### src/rtl/writeback_stage.sv
// rtl/writeback_stage.sv - final pipeline stage: load wait/align, register-file writeback, exceptions, retire count
module writeback_stage #(
   parameter int TIMEOUT = 64
) (
   input  logic        clk,
   input  logic        rst,
   input  logic        halt,
   input  logic        bubble_in,
   input  logic        halt_in,
   input  logic [4:0]  opcode_in,
   input  logic [4:0]  tgt_in_1,
   input  logic [4:0]  tgt_in_2,
   input  logic [31:0] result_in_1,
   input  logic [31:0] result_in_2,
   input  logic [31:0] addr_in,
   input  logic        is_load,
   input  logic        is_store,
   input  logic        is_misaligned,
   input  logic [1:0]  size_in,
   input  logic        sign_in,
   input  logic [31:0] mem_rdata,
   input  logic        mem_rvalid,
   output logic        stall_out,
   output logic        we_1,
   output logic [4:0]  waddr_1,
   output logic [31:0] wdata_1,
   output logic        we_2,
   output logic [4:0]  waddr_2,
   output logic [31:0] wdata_2,
   output logic        exc_out,
   output logic [1:0]  exc_cause,
   output logic        halt_out,
   output logic [31:0] retired
);

   typedef enum logic {S_IDLE, S_WAIT} state_t;

   state_t      state, state_nxt;
   logic [7:0]  cnt;
   logic        cap_valid;
   logic [4:0]  cap_tgt_1, cap_tgt_2;
   logic [31:0] cap_res_2;
   logic [1:0]  cap_off, cap_size;
   logic        cap_sign;

   logic        slot_valid;
   logic        do_alu, do_misal, do_halt, do_ld, ld_done, ld_tmo;
   logic [15:0] half_val;
   logic [7:0]  byte_val;
   logic [31:0] ld_data;

   // Opcode and upper address bits are not needed once decode is done upstream.
   logic unused_ok;
   assign unused_ok = ^{opcode_in, addr_in[31:2]};

   always_comb begin
      state_nxt  = state;
      slot_valid = !bubble_in && !halt_out;
      do_alu     = 1'b0;
      do_misal   = 1'b0;
      do_halt    = 1'b0;
      do_ld      = 1'b0;
      ld_done    = 1'b0;
      ld_tmo     = 1'b0;
      case (state)
         S_IDLE: begin
            if (slot_valid) begin
               if (halt_in)            do_halt  = 1'b1;
               else if (is_misaligned) do_misal = 1'b1;
               else if (is_load) begin
                  do_ld     = 1'b1;
                  state_nxt = S_WAIT;
               end
               else                    do_alu   = 1'b1;
            end
         end
         S_WAIT: begin
            // Response arriving on the timeout edge still completes normally.
            if (!cap_valid) state_nxt = S_IDLE;
            else if (mem_rvalid) begin
               ld_done   = 1'b1;
               state_nxt = S_IDLE;
            end
            else if (cnt == 8'(TIMEOUT - 1)) begin
               ld_tmo    = 1'b1;
               state_nxt = S_IDLE;
            end
         end
         default: state_nxt = S_IDLE;
      endcase
   end

   always_comb begin
      half_val = cap_off[1] ? mem_rdata[31:16] : mem_rdata[15:0];
      byte_val = 8'(mem_rdata >> {cap_off, 3'b000});
      case (cap_size)
         2'b01:   ld_data = {{16{cap_sign & half_val[15]}}, half_val};
         2'b10:   ld_data = {{24{cap_sign & byte_val[7]}}, byte_val};
         default: ld_data = mem_rdata;
      endcase
   end

   always_ff @(posedge clk) begin
      if (rst) begin
         state     <= S_IDLE;
         cnt       <= '0;
         cap_valid <= 1'b0;
         cap_tgt_1 <= '0;
         cap_tgt_2 <= '0;
         cap_res_2 <= '0;
         cap_off   <= '0;
         cap_size  <= '0;
         cap_sign  <= 1'b0;
         stall_out <= 1'b0;
         we_1      <= 1'b0;
         waddr_1   <= '0;
         wdata_1   <= '0;
         we_2      <= 1'b0;
         waddr_2   <= '0;
         wdata_2   <= '0;
         exc_out   <= 1'b0;
         exc_cause <= '0;
         halt_out  <= 1'b0;
         retired   <= '0;
      end
      else if (halt) begin
         // Pulses already delivered must not repeat while frozen.
         we_1      <= 1'b0;
         we_2      <= 1'b0;
         exc_out   <= 1'b0;
         exc_cause <= '0;
      end
      else begin
         state     <= state_nxt;
         stall_out <= (state_nxt == S_WAIT);
         we_1      <= 1'b0;
         we_2      <= 1'b0;
         exc_out   <= 1'b0;
         exc_cause <= '0;
         if (state == S_IDLE) begin
            cap_valid <= slot_valid;
            cap_tgt_1 <= tgt_in_1;
            cap_tgt_2 <= tgt_in_2;
            cap_res_2 <= result_in_2;
            cap_off   <= addr_in[1:0];
            cap_size  <= size_in;
            cap_sign  <= sign_in;
            cnt       <= '0;
         end
         else if (!ld_done && !ld_tmo) begin
            cnt <= cnt + 8'd1;
         end
         if (do_alu) begin
            we_1    <= (tgt_in_1 != 5'd0) && !is_store;
            waddr_1 <= tgt_in_1;
            wdata_1 <= result_in_1;
            we_2    <= (tgt_in_2 != 5'd0);
            waddr_2 <= tgt_in_2;
            wdata_2 <= result_in_2;
         end
         if (ld_done) begin
            we_1    <= (cap_tgt_1 != 5'd0);
            waddr_1 <= cap_tgt_1;
            wdata_1 <= ld_data;
            we_2    <= (cap_tgt_2 != 5'd0);
            waddr_2 <= cap_tgt_2;
            wdata_2 <= cap_res_2;
         end
         if (do_misal) begin
            exc_out   <= 1'b1;
            exc_cause <= 2'b01;
         end
         if (ld_tmo) begin
            exc_out   <= 1'b1;
            exc_cause <= 2'b10;
         end
         if (do_halt) halt_out <= 1'b1;
         if (do_alu || do_misal || do_halt || ld_done || ld_tmo) retired <= retired + 32'd1;
      end
   end

endmodule

### config.mk
export PLATFORM = sky130hd
export DESIGN_NAME = writeback_stage
export DESIGN_NICKNAME = d
export VERILOG_FILES = /design/src/rtl/writeback_stage.sv
export SDC_FILE = /design/constraint.sdc
export NUM_CORES = 1
export LEC_CHECK = 0
export ABC_AREA = 1
export CAP_MARGIN = 20
export CORE_MARGIN = 2
export CORE_UTILIZATION = 30
export DETAILED_ROUTE_END_ITERATION = 16
export GPL_ROUTABILITY_DRIVEN = 0
export SLEW_MARGIN = 20
export SYNTH_ARGS = -nofsm -noshare
export SYNTH_HDL_FRONTEND = slang
export SYNTH_SLANG_ARGS = --single-unit
### constraint.sdc
create_clock -name clk -period 2.1 [get_ports clk]
set_input_delay 0.315 -clock clk [delete_from_list [all_inputs] [get_ports clk]]
set_output_delay 0.315 -clock clk [all_outputs]
set_load 0.005 [all_outputs]
# Word level (Yosys, flattened, before mapping)
# Index checks and enable logic that the tools add are counted.
dict set report op_classes {
  addsub 2
  eq_ne 4
  n_shift 1
  muxes 47
  bitwise 4
  n_reduce_logical 24
}
# operator n
set ops {}
lappend ops {{$mux 32} 4}
lappend ops {{$pmux 32 s2} 1}
lappend ops {{$mux 1} 33}
lappend ops {{$add 32x1->32 const B} 1}
lappend ops {{$shr 32x5->8} 1}
lappend ops {{$mux 5} 4}
lappend ops {{$reduce_bool 5->1} 4}
lappend ops {{$mux 16} 1}
lappend ops {{$mux 8} 2}
lappend ops {{$reduce_and 2->1} 5}
lappend ops {{$add 8x1->8 const B} 1}
lappend ops {{$eq 8x6->1 const B} 1}
lappend ops {{$logic_not 1->1} 5}
lappend ops {{$logic_or 1x1->1} 4}
lappend ops {{$logic_and 1x1->1} 3}
lappend ops {{$reduce_or 3->1} 1}
lappend ops {{$and 1x1->1} 2}
lappend ops {{$eq 2x1->1 const B} 1}
lappend ops {{$eq 2x2->1 const B} 1}
lappend ops {{$mux 2} 1}
lappend ops {{$ne 2x1->1 const B} 1}
lappend ops {{$not 1->1} 2}
lappend ops {{$pmux 1 s2} 1}
lappend ops {{$reduce_bool 2->1} 1}
lappend ops {{$reduce_or 2->1} 1}
dict set report totals {
  reg_bits 169
  out_inout_bits 113
  word_cells 102
}

# Depth between registers and ports, before layout
# Gate-level depths: netlist (run 1).
dict set report depth {
  depth_word 10
  ltp_mapped 11
}

# Least setup slack after synthesis (run 1)
# No wires, ideal clock.
dict set report synth_path {
  path_type {register -> register}
  from {reg cap_size[0]}
  to {reg wdata_1[5]}
  setup_time_ps 122
  arrival_time_ps 1460
  slack_ps 517
  path_stages_with_launch 9
  synth_period_minus_slack_ps 1583
  path_cell_list {dfxtp_1 -> inv_1 -> ha_1 -> clkbuf_1 -> inv_1 -> clkbuf_1 -> nand3_1 -> o211ai_1 -> a21oi_1}
}
dict set report synth_between {
  elab_chain_len 3
}
# element line_no
set synth_rtl {}
lappend synth_rtl {{from (decl)} 43} ;# logic [1:0] cap_off, cap_size;
lappend synth_rtl {{from (signal assigned)} 146} ;# cap_size <= size_in;
lappend synth_rtl {{$eq 2x2->1 / $eq 2x1->1 (equally long branches)} 96} ;# case (cap_size)
lappend synth_rtl {{$pmux 32 s2 *} 96}
lappend synth_rtl {{$mux 32 *} 161} ;# if (ld_done) begin
lappend synth_rtl {{to (signal assigned)} 156} ;# wdata_1 <= result_in_1;
lappend synth_rtl {{to (signal assigned)} 164} ;# wdata_1 <= ld_data;
lappend synth_rtl {{to (decl)} 26} ;# output logic [31:0] wdata_1,
# Every way passes the cells marked *; elsewhere a longest branch is shown, timed or not.
# A chain may end at the register's enable or synchronous reset.

==> results of run 1 <==
## cells by family after synthesis
kind of cell / Yosys count / synth area share, %
fa+ha+maj: 4 / 0.591
compound gates: 356 / 21.5
xor+xnor: 13 / 1.35
flops: 169 / 40.0
simple gates: 567 / 27.2
buf+inv: 189 / 9.39
## sequential cells by signal, indices dropped and copies added, names as in the netlist
signal	flops
exc_cause	2
wdata_1	32
exc_out	1
cap_tgt_2	5
cnt	8
cap_size	2
state	1
cap_res_2	32
retired	32
we_1	1
halt_out	1
cap_tgt_1	5
we_2	1
waddr_2	5
cap_sign	1
waddr_1	5
cap_valid	1
cap_off	2
wdata_2	32
## per-layer routing
layer	up-vias	track usage (%)	part of all wire, %
li1	4622	-	-
met1	4004	23.1	45
met2	190	30.5	48
met3	20	4.88	5.9
met4	0	4.64	1.3
met5	-	0	0
## cell type report
| class | count | area share, % |
|---|---|---|
| sequential | 169 | 28.4 |
| multi-input combinational | 940 | 36.0 |
| clock buffer | 18 | 3.61 |
| timing repair buffer | 269 | 22.8 |
| antenna | 3 | 0.0631 |
| clock inverter | 14 | 1.47 |
| inverter | 115 | 3.68 |
| tap | 378 | 3.97 |
## where the power goes
part	internal, mW	total, mW	switching (mW)
Clock	1.62	3.23	1.60
Sequential	3.31	3.36	0.0505
Combinational	0.457	0.910	0.453
## final timing paths
path	from	to	slack, ns
max reg2reg	retired[1]	retired[16]	0.26
min reg2reg	cap_res_2[27]	cap_res_2[27]	0.45
min	cap_res_2[27]	cap_res_2[27]	0.45
max	state	stall_out	0.24
## cells in the final DEF, fill, tap and decap left out, types with 17 or more instances in the layout
master,synthesis,routed
a21oi_1,158,158
buf_4,2,28
clkbuf_16,0,17
clkdlybuf4s50_1,0,232
dfxtp_1,169,169
inv_1,112,110
nand2_1,316,316
nand3_1,35,35
nor2_1,177,177
o21ai_0,173,173
==> results.json, run 1 <==
{
  "final_layout_size_suffix_gt1_share_pct": 6.30,
  "crit_type": "reg2out",
  "cp_max_fo": 9,
  "fillerInstances": 2898,
  "hold_depth": 2,
  "rsz0062_at_grt": "no",
  "synthCells": 1298,
  "overflow": 0,
  "ys_ff_latch": 169,
  "regArea_mm2": 0.00338,
  "placement_rows": 61,
  "synth_top_area_cell": "dfxtp_1",
  "postCtsHoldBufs": 0,
  "ys_warn_count": 0,
  "slowest_delay_ns": 0.58,
  "cp_num_cells": 1,
  "die_x_um": 172,
  "yosysSeqAreaShare_pct": 40.0,
  "dpl.hpwl_um": 19800,
  "clkSinkCount": 169,
  "crit_arrival_ns": 1.55,
  "grt_pass1_vias": 8290,
  "cp_slowest_cell": "clkdlybuf4s50_1",
  "multi_input_area_mm2": 0.00429,
  "final_cell_area_mm2": 0.0119,
  "cp-end-kind": "primary output",
  "cts_setup_buffers": 0,
  "path_clk_slew_ns": 0.08,
  "fin_crit_ns": 1.86,
  "max_slew_margin_pct": 63.6,
  "ys.flop_type": "dfxtp_1",
  "cts_buffers": 17,
  "tritoncts": "done",
  "worst_pin_slew_ns": 0.545,
  "final_cell_count_no_fill": 1906,
  "synth_most_common_cell": "nand2_1",
  "cts-root-buf": "clkbuf_16",
  "final_util_pct": 42.8,
  "cp_cell_sequence": "clkdlybuf4s50_1",
  "synth_top_area_share_pct": 40.0,
  "finalPower_mw": 7.50,
  "firstDrtPassIters": 6,
  "power_density_mw_per_mm2": 630,
  "grt_pass1_wl_um": 42600,
  "htreeDepth": 4,
  "reg2regPathDepth": 8,
  "antenna_found_initial": 2,
  "routed_wl_um": 27300,
  "hold_violations": 0,
  "setup_tns_ns": 0,
  "power.leakage_nw": 4.57,
  "yosys-top-cells-count": "nand2_1 (316), nor2_1 (177), o21ai_0 (173), dfxtp_1 (169), a21oi_1 (158)",
  "dp_cells": 1871,
  "initial_core_util_pct": 30.5,
  "vias": 8836,
  "final.setup_skew_ns": 0.0156,
  "core_area_mm2": 0.0278,
  "route.detailed.drc": 0,
  "setup_violations": 0,
  "area_growth_syn_to_layout_pct": 40.7,
  "ant_nets": 0,
  "drv_cap": 0,
  "clkLatencyLatePin_ns": 0.43,
  "whs_ns": 0.449,
  "syn_area_mm2": 0.00846,
  "finalWorstSetupSlack_ns": 0.238,
  "ys_async_sr_fraction_pct": 0,
  "finalCritPeriodShare_pct": 88.7,
  "ir_worst_vdd_mv": 0.379,
  "clock_path_buffers": 2,
  "synthDistinctLibCells": 36,
  "fp.dieH_um": 172,
  "grt_usage_pct": 18.2,
  "post-place-ws_ns": 0.00681,
  "grt_max_degree": 103,
  "cts_resized": 0,
  "min_path_type": "reg2reg",
  "synth_edf_count": 0,
  "vias_per_cell": 4.64,
  "path_buf_inv": 1,
  "status": "complete, no violations",
  "drt_iter0_drc": 456,
  "ios": 268,
  "cp.required_ns": 1.78,
  "startpoint_type": "flop",
  "max_freq_ghz": 0.537,
  "synth.avg_cell_area_um2": 6.52,
  "drv_slew": 0,
  "wl_per_cell_um": 14.3,
  "place_area_mm2": 0.0113,
  "layout.nets": 1671,
  "cpLargestDelayFamily": "buffers and inverters",
  "place.port_buffers": 232,
  "syn-num-nets": 1457,
  "synth_area_leaders": "dfxtp_1 (40%), nand2_1 (14%), o21ai_0 (10%)",
  "dieArea_mm2": 0.0296
}
No activity file was read; power rests on OpenSTA's default activity.
==> inputs of run 2 (changes only) <==
Settings changed: CORE_MARGIN 2 to unset, RECOVER_POWER set to 25.
==> run 2 against run 1 <==
Clock skew grew 0.0029 ns. Via count is 1.3% higher. Cell count fell by 0.58%. Non-clock buffer count down 9. Maximum frequency up 1.3%. Combinational power down 3.3%. Sequential power is essentially flat. Sequential share of layout area increased by 0.29 points. Sequential cell count unchanged. Clock-buffer cell count did not move. Utilization is 0.43 points lower. Critical endpoint is now wdata_1[3]. Largest power group unchanged. Highest routed layer unchanged.
==> results.json, run 2 (synthesis gave the netlist of run 1 again) <==
{
  "status": "complete, no violations",
  "path_clk_slew_ns": 0.08,
  "final_layout_size_suffix_gt1_share_pct": 5.47,
  "max_freq_ghz": 0.544,
  "cts-root-buf": "clkbuf_16",
  "setup_tns_ns": 0,
  "reg2regPathDepth": 7,
  "htreeDepth": 4,
  "overflow": 0,
  "final_util_pct": 42.4,
  "ant_nets": 0,
  "clock_path_buffers": 2,
  "max_slew_margin_pct": 53.0,
  "startpoint_type": "flop",
  "cts_resized": 0,
  "cp-end-kind": "flop",
  "fp.dieH_um": 170,
  "clkLatencyLatePin_ns": 0.43,
  "slowest_delay_ns": 0.51,
  "layout.nets": 1662,
  "dp_cells": 1862,
  "grt_pass1_vias": 8004,
  "wl_per_cell_um": 14.1,
  "ir_worst_vdd_mv": 0.390,
  "setup_violations": 0,
  "crit_top_cell": "buf_12",
  "route.detailed.drc": 0,
  "antenna_found_initial": 1,
  "cts_buffers": 17,
  "min_to": "cap_res_2[1]",
  "clkSinkCount": 169,
  "tritoncts": "done",
  "power_density_mw_per_mm2": 633,
  "area_growth_syn_to_layout_pct": 39.2,
  "layout_common_cells": "nand2_1 (316), clkdlybuf4s50_1 (211), nor2_1 (177)",
  "dpl.hpwl_um": 19200,
  "r2r_setup_slack_ns": 0.26,
  "crit_arrival_ns": 2.19,
  "place.port_buffers": 232,
  "cpLargestDelayFamily": "buffers and inverters",
  "power.leakage_nw": 4.58,
  "initial_core_util_pct": 30.5,
  "firstDrtPassIters": 6,
  "cp_slowest_cell": "dfxtp_1",
  "dieArea_mm2": 0.0289,
  "vias": 8951,
  "r2r-start": "state",
  "final.setup_skew_ns": 0.0185,
  "cp_num_cells": 7,
  "min_from": "cap_res_2[1]",
  "postCtsHoldBufs": 0,
  "grt_usage_pct": 18.3,
  "whs_ns": 0.449,
  "finalPower_mw": 7.46,
  "die_x_um": 170,
  "cts_setup_buffers": 0,
  "ios": 268,
  "grt_pass1_wl_um": 41700,
  "layout_commonest_cell": "nand2_1",
  "grt_max_degree": 103,
  "fin_crit_ns": 1.84,
  "finalCritPeriodShare_pct": 87.5,
  "rsz0062_at_grt": "no",
  "hold_violations": 0,
  "cp_max_fo": 17,
  "final_cell_count_no_fill": 1895,
  "core_area_mm2": 0.0278,
  "cp_cell_sequence": "nand3_1 > buf_12 > inv_2 > buf_12 > buf_4 > o211ai_1 > a21oi_1",
  "path_buf_inv": 4,
  "min_path_type": "reg2reg",
  "routed_wl_um": 26600,
  "drv_cap": 0,
  "worst_pin_slew_ns": 0.705,
  "drt_iter0_drc": 520,
  "crit_type": "reg2reg",
  "r2r-end": "wdata_1[3]",
  "hold_depth": 2,
  "drv_slew": 0,
  "placement_rows": 61,
  "cp.required_ns": 2.46,
  "vias_per_cell": 4.72
}
==> run 2: report_power, final <==
| group | internal (mW) | total [mW] | switching, mW |
|---|---|---|---|
| clock network | 1.65 | 3.22 | 1.58 |
| logic | 0.436 | 0.880 | 0.444 |
| registers | 3.31 | 3.36 | 0.0512 |
| total | 5.39 | 7.46 | 2.07 |
==> run 2: final cells by class <==
| type | count | area (µm²) |
|---|---|---|
| Clock inverter | 14 | 168 |
| Sequential cell | 169 | 3380 |
| Timing Repair Buffer | 260 | 2610 |
| Clock buffer | 18 | 439 |
| Inverter | 115 | 438 |
| Multi-Input combinational cell | 940 | 4270 |
| Antenna cell | 1 | 2.50 |
| Fill cell | 2942 | 16000 |
| Tap cell | 378 | 473 |
==> run 2: metal layers <==
metal  track usage [%]  routed length (µm)  part of all wire (%)  up-vias
met5                 0                   0                     0        -
met1              23.3               12100                    45     4071
met4              6.42                 562                   2.1        0
met2              29.5               12200                    46      246
li1                  -                   -                     -     4601
met3              5.07                1800                   6.8       33
==> run 2: tightest hold or removal path, cell delays in order, from the launching register on <==
cell,delay [ns]
dfxtp_1,0.30
inv_1,0.05
a21oi_1,0.05
==> run 2: worst max-delay path by stage <==
stage                startpoint     endpoint
CTS                       state    stall_out
global route         retired[0]  retired[12]
floorplan           cap_size[0]   wdata_1[5]
detailed placement   mem_rvalid   wdata_1[3]
global placement     mem_rvalid   wdata_1[3]
finish                    state   wdata_1[3]
==> run 2: per-stage QoR <==
stage / area, µm² / setup slack, ns
after floorplan: 8460 / 0.517
after global placement: 11200 / 0.0638
after detailed placement: 11200 / 0.0562
after CTS: 11800 / 0.207
after global routing: 11800 / 0.101
final: 11800 / 0.262
